--- src/rtl/fib_run_controller_if.sv ---
// Control and generator-side signals of the Fibonacci run controller.
// master drives requests and the generator value; slave is the controller.
interface fib_run_controller_if #(
    parameter int WIDTH  = 10,
    parameter int TERM_W = 5
);
    logic              start;
    logic [TERM_W-1:0] term;
    logic              abort;
    logic [WIDTH-1:0]  fib_value;
    logic              fib_clear;
    logic              fib_step;
    logic              busy;
    logic              done;
    logic [WIDTH-1:0]  result;
    logic              overflow;

    modport master (
        output start, term, abort, fib_value,
        input  fib_clear, fib_step, busy, done, result, overflow
    );

    modport slave (
        input  start, term, abort, fib_value,
        output fib_clear, fib_step, busy, done, result, overflow
    );
endinterface

--- src/rtl/fib_run_controller.sv ---
// Clears an external Fibonacci generator, issues N paced step pulses, captures F(N).
// done pulses 2+N+(N-1)*PACE cycles after start (N=0: 2; rejected N: on the accepting edge).
module fib_run_controller #(
    parameter int WIDTH    = 10,
    parameter int TERM_W   = 5,
    parameter int PACE     = 0,
    parameter int MAX_TERM = 16
) (
    input  logic                i_clock,
    input  logic                i_reset,
    fib_run_controller_if.slave bus
);
    localparam int                PACE_W      = (PACE < 1) ? 1 : $clog2(PACE + 1);
    localparam logic [TERM_W-1:0] MAX_T       = TERM_W'(MAX_TERM);
    localparam logic [PACE_W-1:0] PACE_RELOAD = PACE_W'((PACE < 1) ? 0 : PACE - 1);

    typedef enum logic [2:0] {
        S_IDLE,
        S_CLEAR,
        S_STEP,
        S_GAP,
        S_SAMPLE,
        S_DONE
    } state_t;

    state_t            r_state, w_state_nxt;
    logic [TERM_W-1:0] r_step_cnt, w_step_cnt_nxt;
    logic [TERM_W-1:0] r_term_q, w_term_q_nxt;
    logic [TERM_W-1:0] w_step_inc;
    logic [PACE_W-1:0] r_pace_cnt, w_pace_cnt_nxt;
    logic [WIDTH-1:0]  r_result, w_result_nxt;
    logic              r_overflow, w_overflow_nxt;
    logic              w_abortable;

    assign w_step_inc  = r_step_cnt + 1'b1;
    assign w_abortable = (r_state == S_CLEAR) || (r_state == S_STEP) ||
                         (r_state == S_GAP)   || (r_state == S_SAMPLE);

    always_comb begin
        w_state_nxt    = r_state;
        w_step_cnt_nxt = r_step_cnt;
        w_term_q_nxt   = r_term_q;
        w_pace_cnt_nxt = r_pace_cnt;
        w_result_nxt   = r_result;
        w_overflow_nxt = r_overflow;
        case (r_state)
            S_IDLE: begin
                if (bus.start) begin
                    w_term_q_nxt   = bus.term;
                    w_overflow_nxt = 1'b0;
                    // Out-of-range requests skip the generator entirely.
                    if (bus.term > MAX_T) begin
                        w_overflow_nxt = 1'b1;
                        w_state_nxt    = S_DONE;
                    end else begin
                        w_state_nxt    = S_CLEAR;
                    end
                end
            end
            S_CLEAR: begin
                w_step_cnt_nxt = '0;
                w_state_nxt    = (r_term_q == '0) ? S_SAMPLE : S_STEP;
            end
            S_STEP: begin
                w_step_cnt_nxt = w_step_inc;
                if (w_step_inc == r_term_q) begin
                    w_state_nxt = S_SAMPLE;
                end else if (PACE == 0) begin
                    w_state_nxt = S_STEP;
                end else begin
                    w_pace_cnt_nxt = PACE_RELOAD;
                    w_state_nxt    = S_GAP;
                end
            end
            S_GAP: begin
                if (r_pace_cnt == '0) begin
                    w_state_nxt = S_STEP;
                end else begin
                    w_pace_cnt_nxt = r_pace_cnt - 1'b1;
                end
            end
            S_SAMPLE: begin
                w_result_nxt = bus.fib_value;
                w_state_nxt  = S_DONE;
            end
            S_DONE:  w_state_nxt = S_IDLE;
            default: w_state_nxt = S_IDLE;
        endcase
        // Abort wins over every in-run transition, including the capture.
        if (w_abortable && bus.abort) begin
            w_state_nxt  = S_IDLE;
            w_result_nxt = r_result;
        end
    end

    always_ff @(posedge i_clock or negedge i_reset) begin
        if (!i_reset) begin
            r_state    <= S_IDLE;
            r_step_cnt <= '0;
            r_term_q   <= '0;
            r_pace_cnt <= '0;
            r_result   <= '0;
            r_overflow <= 1'b0;
        end else begin
            r_state    <= w_state_nxt;
            r_step_cnt <= w_step_cnt_nxt;
            r_term_q   <= w_term_q_nxt;
            r_pace_cnt <= w_pace_cnt_nxt;
            r_result   <= w_result_nxt;
            r_overflow <= w_overflow_nxt;
        end
    end

    assign bus.fib_clear = (r_state == S_CLEAR);
    assign bus.fib_step  = (r_state == S_STEP);
    assign bus.busy      = (r_state != S_IDLE);
    assign bus.done      = (r_state == S_DONE);
    assign bus.result    = r_result;
    assign bus.overflow  = r_overflow;
endmodule

--- src/flat_wrapper.sv ---
// flat-port wrapper written by rule: the top's interface ports become plain ports
module fib_run_controller_flat 
#(
    parameter int WIDTH    = 10,
    parameter int TERM_W   = 5,
    parameter int PACE     = 0,
    parameter int MAX_TERM = 16
)
  (i_clock, i_reset, bus_start, bus_term, bus_abort, bus_fib_value, bus_fib_clear, bus_fib_step, bus_busy, bus_done, bus_result, bus_overflow);
  fib_run_controller_if #(.WIDTH(WIDTH), .TERM_W(TERM_W)) bus_i ();
  input  logic i_clock;
  input  logic i_reset;
  input wire logic [$bits(bus_i.start)-1:0] bus_start;
  input wire logic [$bits(bus_i.term)-1:0] bus_term;
  input wire logic [$bits(bus_i.abort)-1:0] bus_abort;
  input wire logic [$bits(bus_i.fib_value)-1:0] bus_fib_value;
  output wire logic [$bits(bus_i.fib_clear)-1:0] bus_fib_clear;
  output wire logic [$bits(bus_i.fib_step)-1:0] bus_fib_step;
  output wire logic [$bits(bus_i.busy)-1:0] bus_busy;
  output wire logic [$bits(bus_i.done)-1:0] bus_done;
  output wire logic [$bits(bus_i.result)-1:0] bus_result;
  output wire logic [$bits(bus_i.overflow)-1:0] bus_overflow;
  assign bus_i.start = bus_start;
  assign bus_i.term = bus_term;
  assign bus_i.abort = bus_abort;
  assign bus_i.fib_value = bus_fib_value;
  assign bus_fib_clear = bus_i.fib_clear;
  assign bus_fib_step = bus_i.fib_step;
  assign bus_busy = bus_i.busy;
  assign bus_done = bus_i.done;
  assign bus_result = bus_i.result;
  assign bus_overflow = bus_i.overflow;
  fib_run_controller #(.WIDTH(WIDTH), .TERM_W(TERM_W), .PACE(PACE), .MAX_TERM(MAX_TERM)) u_core (.i_clock(i_clock), .i_reset(i_reset), .bus(bus_i));
endmodule
--- config.mk ---
export PLATFORM = sky130hd
export DESIGN_NAME = fib_run_controller_flat
export DESIGN_NICKNAME = d
export VERILOG_FILES = /design/src/rtl/fib_run_controller_if.sv /design/src/rtl/fib_run_controller.sv /design/src/flat_wrapper.sv
export SDC_FILE = /design/constraint.sdc
export NUM_CORES = 1
export LEC_CHECK = 0
export ABC_AREA = 1
export BUFFER_PORTS_ARGS = -buffer_cell sky130_fd_sc_hd__buf_4
export CAP_MARGIN = 25
export CORE_MARGIN = 8
export CORE_UTILIZATION = 50
export DETAILED_ROUTE_END_ITERATION = 12
export PLACE_DENSITY = 0.77
export SLEW_MARGIN = 40
export SYNTH_ARGS = -nofsm -noshare
export SYNTH_HDL_FRONTEND = slang
export SYNTH_SLANG_ARGS = --single-unit
--- constraint.sdc ---
create_clock -name i_clock -period 1.8 [get_ports i_clock]
set_input_delay 0.18 -clock i_clock [delete_from_list [all_inputs] [get_ports i_clock]]
set_output_delay 0.18 -clock i_clock [all_outputs]
set_load 0.02 [all_outputs]
==> results of run 1 <==
-- cell families (layout without fill, tap and decap cells) --
family	after synthesis	in the layout	synth area share (%)
and+or+nand+nor	56	56	20.8
buffers and inverters	23	60	8.28
AOI/OAI and AO/OA	17	17	7.67
muxes	11	11	13.2
adders and majority gates	1	1	1.02
DFF	24	24	49.1
-- final cells by class --
| type | count | area share, % |
|---|---|---|
| clock buffers | 3 | 1.47 |
| inverters | 21 | 5.14 |
| multi-input cells | 85 | 34.0 |
| flip-flops and latches | 24 | 39.2 |
| well taps | 30 | 2.45 |
| repair buffers | 36 | 17.8 |
-- state kept, by name, indices dropped and copies added, names as in the netlist --
name,flops
u_core.r_step_cnt,5
u_core.r_term_q,5
u_core.r_state,3
u_core.bus.result,10
u_core.bus.overflow,1
-- power groups by stage --
stage	Sequential, W	Clock [W]	Combinational, W
4_1_cts	0.000944	0.000236	0.00136
2_1_floorplan	0.00107	0	0.000782
5_1_grt	0.000972	0.000262	0.00146
3_3_place_gp	0.000941	0	0.00132
6_report	0.000947	0.000224	0.00134
3_5_place_dp	0.000947	0	0.00135
-- layout by cell type, fill, tap and decap left out, types with 3 or more instances in the layout --
master    instances
a21oi_1           4
nor2_1            7
buf_4            35
clkbuf_4          3
nand3_1          10
inv_1            15
mux2_4           10
o21ai_1           7
nand4_1           4
dfrtp_1          24
inv_2             6
nand2_1          28
-- worst max path at each step --
stage | end | cells after the start
finish | bus_fib_step | 4
global route | bus_fib_step | 4
CTS | bus_fib_step | 4
detailed placement | u_core.r_state[1]$_DFFE_PN0P_ | 10
global placement | u_core.r_state[1]$_DFFE_PN0P_ | 10
floorplan | u_core.r_state[1]$_DFFE_PN0P_ | 10
-- metal layers --
layer,vias to the layer above,wire length (um),GRT usage [%]
met4,0,29,6.27
met5,-,0,0
met3,4,188,4.59
met2,34,1240,20.5
met1,465,1130,15.4
li1,506,-,-
-- critical path, delay by kind of cell (launching register included) --
family	cells	cell delay, ps
simple gates	1	220
buf+inv	3	460
flops	1	430
-- through the flow --
stage	cells	utilization [%]	cell area (sq um)	setup slack, ps
final	199	64.3	1530	199
after global routing	199	64.3	1530	88.4
after CTS	199	64.3	1530	182
after detailed placement	195	62.9	1500	330
after global placement	195	62.9	1500	394
after floorplan	132	-	1220	440
-- timing repair --
action	4_1_cts	5_1_grt
endpoints found under the hold margin	24	0
hold buffers	1	0
setup buffers	0	0
==> impl_metrics.prom, run 1 <==
# TYPE chip_impl_metric gauge
chip_impl_info{name="status",value="finished clean"} 1
chip_impl_metric{name="combPwrFrac",unit="%"} 53.3
chip_impl_metric{name="netlist_area",unit="sq um"} 1220
chip_impl_metric{name="post-route-period-util",unit="%"} 88.9
chip_impl_metric{name="post_synthesis_net_count",unit=""} 152
chip_impl_metric{name="worst_ep_required_time",unit="ps"} 1620
chip_impl_metric{name="period_minus_slack",unit="ps"} 1600
chip_impl_metric{name="nets",unit=""} 191
chip_impl_metric{name="global_route.overflow_total",unit=""} 0
chip_impl_metric{name="maxCapViolCount",unit=""} 0
chip_impl_metric{name="fin_setup_tns",unit="ps"} 0
chip_impl_metric{name="synthCells",unit=""} 132
chip_impl_metric{name="r2r_cells",unit=""} 10
chip_impl_metric{name="irDropWorstVdd",unit="mV"} 1.04
chip_impl_metric{name="insertion_delay",unit="ps"} 300
chip_impl_metric{name="cts_buffer_depth",unit=""} 2
chip_impl_metric{name="ctsResizeCount",unit=""} 0
chip_impl_metric{name="tritoncts_num_sinks",unit=""} 24
chip_impl_metric{name="p_per_area",unit="nW/um^2"} 1640
chip_impl_metric{name="synth.ff_latch_count",unit=""} 24
chip_impl_info{name="cts_tree",value="built"} 1
chip_impl_metric{name="synthToLayoutAreaGrowth",unit="%"} 25.4
chip_impl_info{name="yosys-top-cells-count",value="nand2_1 (28), dfrtp_1 (24), inv_1 (15), mux2_4 (10), nand3_1 (10)"} 1
chip_impl_metric{name="initial_core_util",unit="%"} 51.3
chip_impl_info{name="synth_top_cells_by_area",value="dfrtp_1 (49%), mux2_4 (12%), nand2_1 (8.6%)"} 1
chip_impl_metric{name="synth_sequential_area_ratio",unit="%"} 49.1
chip_impl_metric{name="fin_worst_hold_slack",unit="ps"} 85.9
chip_impl_info{name="holdPathEnd",value="u_core.bus.result[4]$_DFFE_PN0P_"} 1
chip_impl_info{name="clock_tree_root_buffer_cell",value="clkbuf_4"} 1
chip_impl_metric{name="groute.usage.overall",unit="%"} 13.0
chip_impl_metric{name="synth_largest_type_area_fraction",unit="%"} 49.1
chip_impl_metric{name="synth_enable_flop_cells",unit=""} 0
chip_impl_metric{name="cellInternalPower",unit="W"} 0.00146
chip_impl_info{name="worst_hold_path_type",value="primary input to flip-flop"} 1
chip_impl_info{name="critical_path_class",value="flip-flop to primary output"} 1
chip_impl_metric{name="clock_slew_seen_by_the_registers_of_the_worst_setup_and_hold_paths",unit="ps"} 120
chip_impl_metric{name="final.fill_count",unit=""} 213
chip_impl_metric{name="power_switching_share",unit="%"} 42.0
chip_impl_metric{name="gp_congestion",unit=""} 0.905
chip_impl_info{name="setup_repair_after_global_routing_missed_its_margin",value="no"} 1
chip_impl_info{name="startpoint_type",value="flip-flop"} 1
chip_impl_metric{name="pin_slew_with_the_least_headroom_to_its_limit",unit="ps"} 301
chip_impl_metric{name="clock_skew",unit="ps"} 6.39
chip_impl_metric{name="cts_inserted_buffers",unit=""} 3
chip_impl_metric{name="grt_pass1_vias",unit=""} 1091
chip_impl_metric{name="core",unit="sq um"} 2390
chip_impl_metric{name="die-area",unit="sq um"} 4290
chip_impl_metric{name="regToRegSetupSlack",unit="ps"} 320
chip_impl_metric{name="drv_slew",unit=""} 0
chip_impl_metric{name="synth-async-reset-ratio",unit="%"} 100
chip_impl_metric{name="h_tree_lvl_count",unit=""} 1
chip_impl_metric{name="report.final.setup_viol",unit=""} 0
chip_impl_metric{name="report.power.total",unit="W"} 0.00251
chip_impl_metric{name="post_dr_vias_cell",unit=""} 5.07
chip_impl_info{name="hold_path.startpoint",value="bus_fib_value[4]"} 1
chip_impl_metric{name="dpl.hpwl",unit="mm"} 2.04
chip_impl_metric{name="core.rowCount",unit=""} 18
chip_impl_info{name="synth.largest_area_cell",value="dfrtp_1"} 1
chip_impl_metric{name="grt_max_degree",unit=""} 25
chip_impl_metric{name="area.sequential",unit="sq um"} 601
chip_impl_info{name="synth_flop_cell",value="dfrtp_1"} 1
chip_impl_metric{name="critPathMaxStageDelay",unit="ps"} 430
chip_impl_metric{name="floorplan.die.width",unit="um"} 65.5
chip_impl_metric{name="netlist-cell-type-count",unit=""} 22
chip_impl_metric{name="antenna_found_initial",unit=""} 0
chip_impl_metric{name="seq_power_share",unit="%"} 37.7
chip_impl_metric{name="clock_power_share",unit="%"} 8.9
chip_impl_metric{name="ys.warnings.count",unit=""} 0
chip_impl_metric{name="drt-initial-drc-count",unit=""} 37
chip_impl_metric{name="data_arrival_critical_path",unit="ps"} 1420
chip_impl_metric{name="final_hold_viol_count",unit=""} 0
chip_impl_metric{name="ios",unit=""} 34
chip_impl_info{name="ff_to_ff_start",value="u_core.r_step_cnt[0]$_DFFE_PN0P_"} 1
chip_impl_metric{name="grt_pass1_wl",unit="mm"} 4.53
chip_impl_metric{name="antenna_diode_count",unit=""} 0
chip_impl_metric{name="via_total_after_detailed_routing",unit=""} 1009
chip_impl_info{name="critical-path-slowest-cell",value="dfrtp_1"} 1
chip_impl_info{name="worstPathCellList",value="inv_1 > nand3_1 > inv_2 > buf_4"} 1
chip_impl_metric{name="route.antenna.remaining_nets",unit=""} 0
chip_impl_info{name="timing.critical_path.to_type",value="primary output"} 1
chip_impl_metric{name="fp.dieH",unit="um"} 65.5
chip_impl_metric{name="achievable-frequency",unit="GHz"} 0.625
chip_impl_metric{name="cp_max_fo",unit=""} 6
chip_impl_metric{name="synth.avg_cell_area",unit="sq um"} 9.27
chip_impl_metric{name="switching_power",unit="W"} 0.00105
chip_impl_info{name="setup.worst_path.start",value="u_core.r_state[2]$_DFFE_PN0P_"} 1
chip_impl_metric{name="multiInputGateArea",unit="sq um"} 522
chip_impl_metric{name="firstDrtPassIters",unit=""} 4
chip_impl_metric{name="detail_route.wl_per_cell",unit="um"} 13.0
chip_impl_metric{name="route.final.wire_length",unit="mm"} 2.59
chip_impl_info{name="worstReg2RegEnd",value="u_core.r_state[1]$_DFFE_PN0P_"} 1
chip_impl_metric{name="place.port_buffers",unit=""} 33
chip_impl_metric{name="p_leak",unit="nW"} 0.823
chip_impl_metric{name="worst_slew_margin_rel",unit="%"} 79.9
chip_impl_metric{name="drc",unit=""} 0
chip_impl_info{name="most_used_standard_cell_by_instance_count_after_synthesis",value="nand2_1"} 1
chip_impl_metric{name="final_layout_size_suffix_gt1_share",unit="%"} 34.9
chip_impl_metric{name="hold-path-cell-count",unit=""} 2
No activity file was read; power rests on OpenSTA's default activity.
==> run 2: changes to the inputs <==
==> constraint.sdc (replaced) <==
create_clock -name i_clock -period 1.8 [get_ports i_clock]
set_input_delay 0.09 -clock i_clock [delete_from_list [all_inputs] [get_ports i_clock]]
set_output_delay 0.09 -clock i_clock [all_outputs]
set_load 0.02 [all_outputs]
==> run 2 against run 1 <==
Critical endpoint unchanged. Critical path depth is the same. Cell area grew 5.2%. Combinational power is essentially flat. Fmax grew 5.8%. Sequential share of layout area shrank 1.9 points. Clock power grew 2%.
==> impl_metrics.prom, run 2 (synthesis gave the netlist of run 1 again) <==
# TYPE chip_impl_metric gauge
chip_impl_info{name="startpoint_type",value="flip-flop"} 1
chip_impl_metric{name="clock_power_share",unit="%"} 9.0
chip_impl_metric{name="place.port_buffers",unit=""} 33
chip_impl_metric{name="switching_power",unit="W"} 0.00108
chip_impl_metric{name="grt_pass1_vias",unit=""} 1098
chip_impl_metric{name="firstDrtPassIters",unit=""} 4
chip_impl_info{name="status",value="finished clean"} 1
chip_impl_metric{name="route.antenna.remaining_nets",unit=""} 0
chip_impl_metric{name="groute.usage.overall",unit="%"} 13.2
chip_impl_metric{name="achievable-frequency",unit="GHz"} 0.661
chip_impl_metric{name="final.fill_count",unit=""} 191
chip_impl_metric{name="grt_max_degree",unit=""} 25
chip_impl_metric{name="cts_inserted_buffers",unit=""} 3
chip_impl_metric{name="r2r_cells",unit=""} 10
chip_impl_metric{name="maxCapViolCount",unit=""} 0
chip_impl_info{name="ff_to_ff_start",value="u_core.r_step_cnt[0]$_DFFE_PN0P_"} 1
chip_impl_metric{name="drt-initial-drc-count",unit=""} 30
chip_impl_metric{name="h_tree_lvl_count",unit=""} 1
chip_impl_metric{name="floorplan.die.width",unit="um"} 65.5
chip_impl_metric{name="die-area",unit="sq um"} 4290
chip_impl_metric{name="detail_route.wl_per_cell",unit="um"} 14.0
chip_impl_metric{name="core.rowCount",unit=""} 18
chip_impl_metric{name="antenna_diode_count",unit=""} 0
chip_impl_metric{name="final_hold_viol_count",unit=""} 0
chip_impl_metric{name="gp_congestion",unit=""} 0.905
chip_impl_info{name="clock_tree_root_buffer_cell",value="clkbuf_4"} 1
chip_impl_info{name="cts_tree",value="built"} 1
chip_impl_info{name="hold_path.startpoint",value="bus_fib_value[3]"} 1
chip_impl_metric{name="fp.dieH",unit="um"} 65.5
chip_impl_metric{name="post_dr_vias_cell",unit=""} 5.04
chip_impl_metric{name="route.final.wire_length",unit="mm"} 2.89
chip_impl_metric{name="pre_cts_ws",unit="ps"} 330
chip_impl_info{name="setup_repair_after_global_routing_missed_its_margin",value="no"} 1
chip_impl_metric{name="fin_setup_tns",unit="ps"} 0
chip_impl_info{name="holdPathEnd",value="u_core.bus.result[3]$_DFFE_PN0P_"} 1
chip_impl_metric{name="synthToLayoutAreaGrowth",unit="%"} 31.9
chip_impl_metric{name="final_layout_size_suffix_gt1_share",unit="%"} 33.3
chip_impl_metric{name="finalWorstSetupSlack",unit="ps"} 287
chip_impl_metric{name="regToRegSetupSlack",unit="ps"} 330
chip_impl_info{name="layout.cells.most_common",value="buf_4"} 1
chip_impl_info{name="critical-path-slowest-cell",value="dfrtp_1"} 1
chip_impl_info{name="timing.critical_path.to_type",value="primary output"} 1
chip_impl_info{name="critical_path_class",value="flip-flop to primary output"} 1
chip_impl_metric{name="post-route-period-util",unit="%"} 84.0
chip_impl_metric{name="report.final.setup_viol",unit=""} 0
chip_impl_metric{name="cp_max_fo",unit=""} 6
chip_impl_info{name="worstReg2RegEnd",value="u_core.r_state[1]$_DFFE_PN0P_"} 1
chip_impl_info{name="worstPathCellList",value="inv_1 > nand3_1 > inv_2 > buf_4"} 1
chip_impl_metric{name="largest_register_ff_count",unit=""} 10
chip_impl_metric{name="worst_slew_margin_rel",unit="%"} 79.6
chip_impl_metric{name="seq_power_share",unit="%"} 37.4
chip_impl_metric{name="via_total_after_detailed_routing",unit=""} 1043
chip_impl_metric{name="critPathMaxStageDelay",unit="ps"} 430
chip_impl_metric{name="dpl.hpwl",unit="mm"} 2.04
chip_impl_info{name="layout_common_cells",value="buf_4 (35), nand2_1 (28), dfrtp_1 (24)"} 1
chip_impl_metric{name="power_switching_share",unit="%"} 42.3
chip_impl_metric{name="p_per_area",unit="nW/um^2"} 1580
chip_impl_metric{name="worst_ep_required_time",unit="ps"} 1710
chip_impl_metric{name="period_minus_slack",unit="ps"} 1510
chip_impl_metric{name="report.power.total",unit="W"} 0.00254
chip_impl_metric{name="tritoncts_num_sinks",unit=""} 24
chip_impl_metric{name="drv_slew",unit=""} 0
chip_impl_metric{name="data_arrival_critical_path",unit="ps"} 1420
chip_impl_metric{name="clock_slew_seen_by_the_registers_of_the_worst_setup_and_hold_paths",unit="ps"} 130
chip_impl_metric{name="pin_slew_with_the_least_headroom_to_its_limit",unit="ps"} 306
chip_impl_metric{name="insertion_delay",unit="ps"} 310
chip_impl_metric{name="cts_buffer_depth",unit=""} 2
chip_impl_metric{name="initial_core_util",unit="%"} 51.3
chip_impl_metric{name="p_leak",unit="nW"} 0.856
chip_impl_metric{name="layout.cells.non_filler",unit=""} 207
chip_impl_metric{name="ios",unit=""} 34
chip_impl_metric{name="combPwrFrac",unit="%"} 53.6
chip_impl_metric{name="antenna_found_initial",unit=""} 0
chip_impl_metric{name="global_route.overflow_total",unit=""} 0
chip_impl_metric{name="cellInternalPower",unit="W"} 0.00147
chip_impl_info{name="worst_hold_path_type",value="primary input to flip-flop"} 1
chip_impl_metric{name="irDropWorstVdd",unit="mV"} 0.977
chip_impl_metric{name="hold-path-cell-count",unit=""} 2
chip_impl_metric{name="clock_skew",unit="ps"} 9.48
chip_impl_metric{name="drc",unit=""} 0
chip_impl_metric{name="dpl.cell_count",unit=""} 195
chip_impl_metric{name="nets",unit=""} 199
chip_impl_metric{name="core",unit="sq um"} 2390
chip_impl_metric{name="grt_pass1_wl",unit="mm"} 4.58
## run 2: cell types whose count changed in the layout (fill, tap and decap cells not counted), sizes merged
cell and change:
dlygate4sd3 +8
## run 2: per-layer routing
metal  GRT usage [%]  share of wire [%]
met4            6.27               0.90
met5               0                  0
met3            4.93                7.7
met2            21.2                 49
met1            15.3                 43
## run 2: what timing repair did
action,CTS,global route
endpoints found under the setup margin,0,0
hold endpoints to repair,27,5
buffers inserted,0,0
hold buffers,4,5
gates resized for setup,0,0
## run 2: worst max path at each step
stage                                                start                             to  cells past startpoint  slack [ps]
after floorplan           u_core.r_step_cnt[0]$_DFFE_PN0P_  u_core.r_state[1]$_DFFE_PN0P_                     10         440
after global placement    u_core.r_step_cnt[0]$_DFFE_PN0P_  u_core.r_state[1]$_DFFE_PN0P_                     10         390
after detailed placement  u_core.r_step_cnt[0]$_DFFE_PN0P_  u_core.r_state[1]$_DFFE_PN0P_                     10         330
after CTS                    u_core.r_state[2]$_DFFE_PN0P_                   bus_fib_step                      4         270
after global routing      u_core.r_step_cnt[0]$_DFFE_PN0P_  u_core.r_state[1]$_DFFE_PN0P_                     11         170
final                        u_core.r_state[2]$_DFFE_PN0P_                   bus_fib_step                      4         290
## run 2: stage by stage
stage               utilization [%]  hold slack, ps  instance area (sq um)
floorplan                         -            -206                   1220
global placement               62.9            3.31                   1500
detailed placement             62.9            8.92                   1500
CTS                            65.5           0.815                   1560
global route                   67.6            3.49                   1610
finish                         67.6            11.6                   1610
## run 2: layout make-up
cell class / count / area [sq um] / share of cell area [%]
flip-flops and latches: 24 / 601 / 37.2
multi-input cells: 85 / 522 / 32.3
repair buffers: 44 / 353 / 21.9
inverters: 21 / 78.8 / 4.88
well taps: 30 / 37.5 / 2.33
clock buffers: 3 / 22.5 / 1.40
## run 2: power groups by stage
stage,Clock (W),Sequential [W],Combinational (W)
floorplan,0,0.00107,0.000782
global placement,0,0.000941,0.00132
global route,0.000265,0.000981,0.00149
finish,0.000229,0.000951,0.00136
CTS,0.000236,0.000944,0.00136
detailed placement,0,0.000947,0.00135
## run 2: worst max-delay path: cells and delay by family (launching register included)
family,cells,cell delay (ps)
buf+inv,3,460
flops,1,430
simple gates,1,230
